<file path="src/rtl/or_gate_n_inputs_sync_if.sv">
// Request bundle for or_gate_n_inputs_sync: raw lines and qualifiers in,
// registered pending/result/first_idx out.
interface or_gate_n_inputs_sync_if #(
  parameter int NR_OF_INPUTS = 8
);
  logic [NR_OF_INPUTS-1:0] inputs;
  logic [NR_OF_INPUTS-1:0] enable;
  logic [NR_OF_INPUTS-1:0] clear;
  logic [NR_OF_INPUTS-1:0] pending;
  logic                    result;
  logic [5:0]              first_idx;

  modport master (
    output inputs,
    output enable,
    output clear,
    input  pending,
    input  result,
    input  first_idx
  );

  modport slave (
    input  inputs,
    input  enable,
    input  clear,
    output pending,
    output result,
    output first_idx
  );
endinterface

</file>
<file path="src/rtl/or_gate_n_inputs_sync.sv">
// N-input registered OR with bubbles, sticky edge capture, enable, W1C.
// Optional two-flop input synchroniser: define OR_GATE_SYNC_INPUT_EN.
module or_gate_n_inputs_sync #(
  parameter int          NR_OF_INPUTS = 8,
  parameter logic [63:0] BubblesMask  = 64'h0,
  parameter logic [63:0] EdgeMask     = 64'h0
) (
  input logic sysclk,
  input logic sys_rst,
  or_gate_n_inputs_sync_if.slave bus
);
  localparam int N = NR_OF_INPUTS;
  localparam logic [N-1:0] BUB = BubblesMask[N-1:0];
  localparam logic [N-1:0] EDG = EdgeMask[N-1:0];

  logic [N-1:0] samp;
  logic [N-1:0] lvl;
  logic [N-1:0] rise;
  logic [N-1:0] qual;
  logic [N-1:0] prev_q;
  logic [N-1:0] pend_q, pend_d;
  logic         res_q, res_d;
  logic [5:0]   idx_q, idx_d;

`ifdef OR_GATE_SYNC_INPUT_EN
  logic [N-1:0] sync1_q;
  logic [N-1:0] sync2_q;

  always_ff @(posedge sysclk or posedge sys_rst) begin
    if (sys_rst) begin
      sync1_q <= '0;
      sync2_q <= '0;
    end else begin
      sync1_q <= bus.inputs;
      sync2_q <= sync1_q;
    end
  end

  assign samp = sync2_q;
`else
  assign samp = bus.inputs;
`endif

  assign lvl  = samp ^ BUB;
  assign rise = lvl & ~prev_q;

  // Edge set wins over a simultaneous clear.
  always_comb begin
    pend_d = (EDG & (rise | (pend_q & ~bus.clear)))
           | (~EDG & lvl);
    qual   = pend_d & bus.enable;
    res_d  = |qual;
    idx_d  = '0;
    for (int i = N - 1; i >= 0; i--) begin
      if (qual[i]) idx_d = 6'(i);
    end
  end

  // prev resets high so idle-high lines do not fake an edge.
  always_ff @(posedge sysclk or posedge sys_rst) begin
    if (sys_rst) begin
      prev_q <= '1;
      pend_q <= '0;
      res_q  <= 1'b0;
      idx_q  <= '0;
    end else begin
      prev_q <= lvl;
      pend_q <= pend_d;
      res_q  <= res_d;
      idx_q  <= idx_d;
    end
  end

  assign bus.pending   = pend_q;
  assign bus.result    = res_q;
  assign bus.first_idx = idx_q;
endmodule

</file>
<file path="src/flat_wrapper.sv">
// flat-port wrapper written by rule: the top's interface ports become plain ports
module or_gate_n_inputs_sync_flat 
#(
  parameter int          NR_OF_INPUTS = 8,
  parameter logic [63:0] BubblesMask  = 64'h0,
  parameter logic [63:0] EdgeMask     = 64'h0
)
  (sysclk, sys_rst, bus_inputs, bus_enable, bus_clear, bus_pending, bus_result, bus_first_idx);
  or_gate_n_inputs_sync_if #(.NR_OF_INPUTS(NR_OF_INPUTS)) bus_i ();
  input logic sysclk;
  input logic sys_rst;
  input wire logic [$bits(bus_i.inputs)-1:0] bus_inputs;
  input wire logic [$bits(bus_i.enable)-1:0] bus_enable;
  input wire logic [$bits(bus_i.clear)-1:0] bus_clear;
  output wire logic [$bits(bus_i.pending)-1:0] bus_pending;
  output wire logic [$bits(bus_i.result)-1:0] bus_result;
  output wire logic [$bits(bus_i.first_idx)-1:0] bus_first_idx;
  assign bus_i.inputs = bus_inputs;
  assign bus_i.enable = bus_enable;
  assign bus_i.clear = bus_clear;
  assign bus_pending = bus_i.pending;
  assign bus_result = bus_i.result;
  assign bus_first_idx = bus_i.first_idx;
  or_gate_n_inputs_sync #(.NR_OF_INPUTS(NR_OF_INPUTS), .BubblesMask(BubblesMask), .EdgeMask(EdgeMask)) u_core (.sysclk(sysclk), .sys_rst(sys_rst), .bus(bus_i));
endmodule
</file>
<file path="config.mk">
export PLATFORM = sky130hd
export DESIGN_NAME = or_gate_n_inputs_sync_flat
export DESIGN_NICKNAME = d
export VERILOG_FILES = /design/src/rtl/or_gate_n_inputs_sync_if.sv /design/src/rtl/or_gate_n_inputs_sync.sv /design/src/flat_wrapper.sv
export SDC_FILE = /design/constraint.sdc
export NUM_CORES = 1
export LEC_CHECK = 0
export BUFFER_PORTS_ARGS = -buffer_cell sky130_fd_sc_hd__buf_2
export CAP_MARGIN = 20
export CORE_AREA = 2 2 39 41
export CTS_BUF_LIST = sky130_fd_sc_hd__clkbuf_16
export DETAILED_ROUTE_END_ITERATION = 8
export DIE_AREA = 0 0 41 43
export GPL_ROUTABILITY_DRIVEN = 0
export PLACE_DENSITY = 0.77
export RECOVER_POWER = 50
export SLEW_MARGIN = 20
export SYNTH_ARGS = -nofsm -noshare
export SYNTH_HDL_FRONTEND = slang
export SYNTH_SLANG_ARGS = --single-unit
</file>
<file path="constraint.sdc">
create_clock -name sysclk -period 0.8 [get_ports sysclk]
set_clock_uncertainty 0.15 [all_clocks]
set_input_delay 0 -clock sysclk [delete_from_list [all_inputs] [get_ports sysclk]]
set_output_delay 0 -clock sysclk [all_outputs]
set_load 0.02 [all_outputs]
</file>
After elaboration in Yosys (flattened, before gate mapping)
Cells that the tools add are included.
Widths: inputs -> output; s select.
Storage, ports and cells
  register bits: 15
  bits of input ports: 26
  output and inout bits: 15
  logic and storage cells: 13
Cells by class
  muxes and demuxes: 8
  bitwise operators: 1
  reduce and logical (&&, ||, !) cells: 1
Operators by type and width (number)
  $mux 6: 7
  $and 8x8->8: 1
  $reduce_or 8->1: 1
  $mux 3: 1

Depth between registers and ports, before layout
Gate-level depths: netlist of the first run.
  word-level depth: 9
  gate-level depth with buffers: 3
  gate-level depth less buffers: 3

Worst setup path after synthesis of the first run
Ideal clock, no wire load.
  path kind: input-to-reg
  start point: input port bus_inputs[7]
  end point: register u_core.idx_q[1] (netlist: u_core.bus.first_idx[1])
  library setup time: 132 ps
  arrival: 486 ps
  data required time: 518 ps
  slack: 32 ps
  stages: 3
  path buffers: 0
  cell sequence: a22o_1 a221oi_2 a221oi_1
Between the ends
  longest elaborated chain between the ends: 9
RTL lines
  start, declared: line flat_wrapper.sv:12  | input wire logic [$bits(bus_i.inputs)-1:0] bus_inputs;
  $and 8x8->8: line or_gate_n_inputs_sync.sv:51  | qual = pend_d & bus.enable;
  $mux 3: line or_gate_n_inputs_sync.sv:55  | if (qual[i]) idx_d = 6'(i);
  $mux 6 (7 in series): line or_gate_n_inputs_sync.sv:55
  named net u_core.idx_d[1]: line or_gate_n_inputs_sync.sv:23  | logic [5:0] idx_q, idx_d;
  end signal, assigned: line or_gate_n_inputs_sync.sv:70  | idx_q <= idx_d;
  end, declared: line or_gate_n_inputs_sync.sv:23
The timed path passes the listed nets, and every way through them passes these cells.

Worst setup path after layout of the first run
  start point: register u_core.res_q (netlist: u_core.bus.result)
  end point: output port bus_result
RTL lines
  start, declared: line or_gate_n_inputs_sync.sv:22  | logic res_q, res_d;
  start signal, assigned: line or_gate_n_inputs_sync.sv:69  | res_q <= res_d;
  end, declared: line flat_wrapper.sv:16  | output wire logic [$bits(bus_i.result)-1:0] bus_result;
No word-level cell between the ends.

==> run metrics, run 1 <==
Die ar.=1763 um2; # rows=14; Clock Path Buffers=2; post-synth top area cell=dfrtp_1; Worst-path clk slew=0.04 ns; WP buf/inv=1; largest cells by area after synthesis=dfrtp_1 66%, buf_4 4.9%, nand2_1 4.9%; combinational power share=16.3%; Starting Density=32.91%; DR iter-0 viols=3; largest stage delay on the critical path=0.39 ns; Detail Route Antenna Nets=0; max cap viols=0; Placed Cells incl. Taps=86; setup violators final=12; synth unique cells=17; Mapped Cells=36; fin crit share=114.5%; share of cells above drive strength 1=44.00%; CORE AREA=1384 um2; FILL cells=116; FF+latch count, synth=12; Overall Power=1.891 mW; GRT overflow=0; # IOs=41; Final Hold Viols=23; total negative setup slack=-1.104 ns; HPWL Detailed=841 um; Pre-antenna DRT Iters=4; Die H=43 um; commonest non-fill, non-tap cell in the layout=buf_2; final instance count without filler cells=91; Max rail drop VDD=0.9140 mV; Final Max Slew Viols=0; Worst Path Arrival=0.77 ns; setup bufs post-CTS=0; Die X=41 um; Reg area=300.3 um2; CP max FO=1; # port buffers=29; Hold Path Class=primary input to asynchronous set/reset pin; Root Driver=clkbuf_16; first-pass GRT wire length=2.035 mm; DP Worst Slack=-0.1464 ns; CP max-delay cell=dfrtp_1; fin crit period=0.9162 ns; area of the multi-input gates=136.4 um2; Synth Area per Inst=12.65 um2; Seq/Total Area, Yosys=65.93%; share of the synthesized area in the top cell type=65.93%; final setup margin=-0.1162 ns; Mapped Area=455.4 um2; nets@finish=102; hold_buf cts=2; CP Launch Type=flop; Net Sw Frac=23.21%; Ys Warns=0; register share of total power=35.4%; GRT Resource Usage Total=18.13%; RSZ-0062 raised after global routing=yes; Required @ worst endpoint=0.65 ns; pwr dens=2369 nW/um2; CP Class=flop to output pin; H-tree Lvls=1; initial antenna violation count=0; status=finished, violations left; post-route cell area=798.3 um2; Via density=4.692; most frequent cells in the layout=13 x buf_2, 12 x buf_6, 12 x dfrtp_1; CTS tree=yes; Sink Count=12; Pleak=0.3873 nW; WL final=1.341 mm; vias in the first global route=475; fmax=1.092 GHz; CTS buffer count=3; DRC violations left=0; n_diodes=0; crit end category=output pin; via count=427; WL per Instance=14.74 um; Placed Area=650.6 um2; Psw=0.4390 mW; CP Cell Sequence=buf_6; CP top delay family=flip-flops; Internal=1.452 mW; hold_ws=-0.3923 ns; area grow syn2layout=75.27%; clock share of power=48.4%; pin count of the biggest net entering global routing=13; failing checks=negative hold slack, negative setup slack
==> final timing paths <==
check | from | to | slack, ns | depth (start not counted)
max in group asynchronous | sys_rst | u_core.bus.pending[4] | 0.58 | 2
min in group sysclk | bus_inputs[3] | u_core.bus.pending[3] | -0.25 | 1
max | u_core.bus.result | bus_result | -0.12 | 1
min | sys_rst | u_core.bus.pending[0] | -0.39 | 2
==> flip-flops by register name, indices dropped and copies added (netlist names) <==
name / count
u_core.bus.first_idx: 3
u_core.bus.pending: 8
u_core.bus.result: 1
==> metrics by stage <==
stage / util [%] / hold slack, ns
2_1_floorplan: - / -0.2853
3_3_place_gp: 47.02 / -0.1377
3_5_place_dp: 47.02 / -0.1273
4_1_cts: 59.58 / -0.3736
5_1_grt: 57.69 / -0.3305
6_report: 57.69 / -0.3923
==> repair_timing <==
action                     CTS  global route
setup endpoints to repair   12            13
cloned                       0             0
resized for setup           24             0
hold endpoints to repair    24            23
pin swaps                    0             1
==> synth_stat cells, drive strengths merged <==
master and number:
a221oi 2, nand3 1, nor2b 1, a22o 1, nand4 1, and2 1
a32oi 2, inv 1, dfrtp 12, buf 3, nor2 1, a22oi 2
o21ai 1, nand2 6, conb 1
==> routing by layer <==
layer / routed length (um) / global-route usage, % / up-vias
li1: - / - / 201
met1: 511 / 19.19 / 202
met2: 729 / 30.31 / 20
met3: 66 / 3.141 / 4
met4: 34 / 12.00 / 0
met5: 0 / 0 / -
==> power by group through the flow <==
| stage | combinational (mW) | clock [mW] | sequential [mW] |
|---|---|---|---|
| 2_1_floorplan | 0.0848 | 0 | 0.718 |
| 3_3_place_gp | 0.258 | 0 | 0.663 |
| 3_5_place_dp | 0.263 | 0 | 0.664 |
| 4_1_cts | 0.320 | 0.930 | 0.668 |
| 5_1_grt | 0.335 | 0.959 | 0.671 |
| 6_report | 0.308 | 0.915 | 0.669 |
==> cell type report <==
class	count	area share, %
flip-flops and latches	12	37.62
repair buffers	36	32.45
multi-input cells	22	17.08
clock buffers	3	9.404
well taps	16	2.508
clock inverters	1	0.4702
inverters	1	0.4702
==> logic make-up after synthesis <==
kind of cell	after synthesis	share of synthesized area, %
DFF	12	65.93
and+or+nand+nor	11	10.99
AOI/OAI and AO/OA	8	16.48
buffers and inverters	4	5.768
other	1	0.8234
(Power assumes the default switching activity.)
==> inputs of run 2 (changes only) <==
- CORE_AREA: 2 2 39 41 -> not set
- CORE_MARGIN: not set -> 2
- CORE_UTILIZATION: not set -> 34
- DIE_AREA: 0 0 41 43 -> not set
- clock period: 0.8 -> 1.01 ns (I/O delays scaled with it)
==> run metrics, run 2 (same netlist as run 1, synthesis figures left out) <==
status=finished, violations left; failing checks=negative hold slack; Clock Path Buffers=2; max reg flops=8; H-tree Lvls=1; area of the multi-input gates=142.6 um2; vias in the first global route=413; Worst Path Arrival=0.99 ns; share of cells above drive strength 1=36.90%; # IOs=41; DR iter-0 viols=22; CORE AREA=1269 um2; Final Max Slew Viols=0; crit end category=flop; largest stage delay on the critical path=0.63 ns; CP Class=primary input to flop; FILL cells=97; n_diodes=0; CTS buffer count=3; CP Cell Sequence=clkbuf_1 > dlygate4sd3_1 > a221oi_2; Pleak=0.4172 nW; Reg area=300.3 um2; post-route cell area=847.1 um2; Placed Area=604.3 um2; # rows=13; Die ar.=1648 um2; Final Hold Viols=1; WL final=1.545 mm; # port buffers=29; Required @ worst endpoint=1.00 ns; GRT overflow=0; max cap viols=0; HPWL Detailed=774 um; Worst-path clk slew=0.04 ns; Max rail drop VDD=1.011 mV; setup bufs post-CTS=0; DRC violations left=0; fin crit period=1.001 ns; setup violators final=0; commonest non-fill, non-tap cell in the layout=buf_2; pin count of the biggest net entering global routing=13; Sink Count=12; Via density=4.970; CP max FO=3; Die H=40.60 um; CP max-delay cell=dlygate4sd3_1; final core occ=66.77%; GRT Resource Usage Total=19.12%; initial antenna violation count=0; CP Launch Type=primary input; Starting Density=35.90%; Die X=40.60 um; most frequent cells in the layout=25 x buf_2, 14 x dlygate4sd3_1, 12 x dfrtp_1; hold_ws=-0.02043 ns; pwr dens=1762 nW/um2; fmax=0.9990 GHz; Root Driver=clkbuf_16; nets@finish=111; fin crit share=99.11%; Hold Path Class=primary input to flop; Pre-antenna DRT Iters=4; Overall Power=1.493 mW; first-pass GRT wire length=1.876 mm; WL per Instance=15.61 um; Detail Route Antenna Nets=0; CTS tree=yes; area grow syn2layout=85.99%; via count=492
==> run 2: final cells by class <==
class                           instances  share of cell area [%]
Clock buffer                            3                   8.863
Timing Repair Buffer                   45                   35.75
Clock inverter                          1                  0.4431
Tap cell                               15                   2.216
Inverter                                1                  0.4431
Multi-Input combinational cell         22                   16.84
Sequential cell                        12                   35.45
==> run 2: worst max-delay path: cells and delay by family <==
family	cells	cell delay (ns)
buf+inv	2	0.74
compound gates	1	0.26
==> run 2: worst paths after layout <==
kind	startpoint	to	depth (start not counted)
min in group asynchronous	sys_rst	u_core.bus.pending[6]	3
max in group asynchronous	sys_rst	u_core.bus.pending[1]	3
setup / recovery	bus_inputs[0]	u_core.bus.first_idx[1]	3
hold / removal	bus_enable[0]	u_core.bus.first_idx[0]	4
==> run 2: where the power goes <==
group          switching (mW)  total (mW)  leakage, nW  internal [mW]
Sequential            0.00974       0.523        0.140          0.513
Clock                   0.202       0.722       0.0385          0.521
Combinational           0.138       0.248        0.238          0.110
Total                   0.350        1.49        0.417           1.14
==> run 2: metrics by stage <==
stage / setup TNS, ns / instances / setup WS [ns]
2_1_floorplan: 0 / 38 / 0.2415
3_3_place_gp: 0 / 79 / 0.07168
3_5_place_dp: 0 / 79 / 0.07075
4_1_cts: 0 / 95 / 0.008584
5_1_grt: -0.02762 / 99 / -0.02084
6_report: 0 / 99 / 0.008965
==> run 2: per-layer routing <==
layer	GRT usage [%]	wire length, um
met1	18.49	571
met5	0	0
met2	32.54	795
met3	8.333	134
met4	12.50	43
==> run 2: repair_timing <==
action | 4_1_cts | 5_1_grt
hold buffers | 12 | 4
endpoints found under the hold margin | 24 | 4
resized for setup | 0 | 3
endpoints found under the setup margin | 0 | 2
==> inputs of run 3 (changes only) <==
- SETUP_SLACK_MARGIN: not set -> 0.4
==> run metrics, run 3 (same netlist as run 1, synthesis figures left out) <==
pwr dens=1850 nW/um2; Die ar.=1648 um2; Sink Count=12; post-route cell area=813.3 um2; commonest non-fill, non-tap cell in the layout=buf_6; Hold Path Class=primary input to asynchronous set/reset pin; # IOs=41; largest stage delay on the critical path=0.39 ns; H-tree Lvls=1; area grow syn2layout=78.57%; # port buffers=29; crit end category=output pin; Pleak=0.3841 nW; max cap viols=0; CP Launch Type=flop; setup violators final=0; HPWL Detailed=764.9 um; Root Driver=clkbuf_16; CP Cell Sequence=buf_6; DR iter-0 viols=14; first-pass GRT wire length=1.800 mm; fin crit share=90.27%; WL final=1.409 mm; Worst Path Arrival=0.76 ns; failing checks=negative hold slack; Clock Path Buffers=2; initial antenna violation count=0; share of cells above drive strength 1=46.38%; max reg flops=8; n_diodes=0; Final Max Slew Viols=0; Final Hold Viols=24; Required @ worst endpoint=0.86 ns; Pre-antenna DRT Iters=4; Die H=40.60 um; final instance count without filler cells=84; Max rail drop VDD=0.9148 mV; vias in the first global route=388; GRT overflow=0; WP buf/inv=1; Via density=5.107; Starting Density=35.90%; Die X=40.60 um; Detail Route Antenna Nets=0; total negative setup slack=0 ns; fin crit period=0.9117 ns; # rows=13; CORE AREA=1269 um2; status=finished, violations left; nets@finish=96; WL per Instance=16.77 um; pin count of the biggest net entering global routing=13; RSZ-0062 raised after global routing=yes; CTS tree=yes; Worst-path clk slew=0.04 ns; CP top delay family=flip-flops; via count=429; most frequent cells in the layout=14 x buf_6, 12 x dfrtp_1, 7 x clkbuf_1; CTS buffer count=3; CP max FO=1; hold_ws=-0.3875 ns; DRC violations left=0; GRT Resource Usage Total=18.03%; Placed Cells incl. Taps=79; fmax=1.097 GHz; CP max-delay cell=dfrtp_1; Placed Area=611.8 um2; CP Class=flop to output pin
[run 3: changes by cell type in the layout (fill, tap and decap cells not counted), moves of 2 or more]
cell,before,now
buf_2,25,6
buf_6,0,14
buf_8,0,2
clkbuf_1,4,7
dlygate4sd3_1,14,0
[run 3: repair_timing]
action / CTS / global route
resized for setup: 35 / 7
endpoints found under the setup margin: 16 / 16
pin swaps: 5 / 7
setup buffers: 0 / 1
hold endpoints to repair: 24 / 24
[run 3: area by class of cell]
type | count | area (um2)
Inverter | 1 | 3.754
Fill cell | 89 | 455.4
Clock buffer | 3 | 75.07
Tap cell | 15 | 18.77
Multi-Input combinational cell | 22 | 160.2
Sequential cell | 12 | 300.3
Timing Repair Buffer | 30 | 251.5
Clock inverter | 1 | 3.754
[run 3: final timing paths]
check,start,to,slack [ns],depth (start not counted)
worst max-delay path,u_core.bus.result,bus_result,0.1,1
worst min-delay path,sys_rst,u_core.bus.pending[5],-0.39,2
max in group asynchronous,sys_rst,u_core.bus.first_idx[1],0.79,2
min in group sysclk,bus_inputs[3],u_core.bus.pending[3],-0.24,1
[run 3: metrics by stage]
| stage | util (%) | hold slack [ns] | power [mW] | setup slack (ns) |
|---|---|---|---|---|
| floorplan | - | -0.2853 | 0.6387 | 0.2415 |
| global placement | 48.22 | -0.1402 | 0.7133 | 0.06491 |
| detailed placement | 48.22 | -0.1323 | 0.7175 | 0.05898 |
| CTS | 64.30 | -0.3729 | 1.497 | 0.1198 |
| global route | 64.10 | -0.3501 | 1.559 | 0.07771 |
| finish | 64.10 | -0.3875 | 1.505 | 0.09832 |
[run 3: power by group]
part / internal [mW] / switching (mW)
combinational: 0.125 / 0.135
clock: 0.520 / 0.196
sequential: 0.513 / 0.0158
[run 3: per-layer routing]
metal	share of wire [%]	track usage (%)	routed length, um
met1	37	20.34	519
met2	52	28.57	734
met3	8.0	4.444	113
met4	2.9	14.17	41
met5	0	0	0
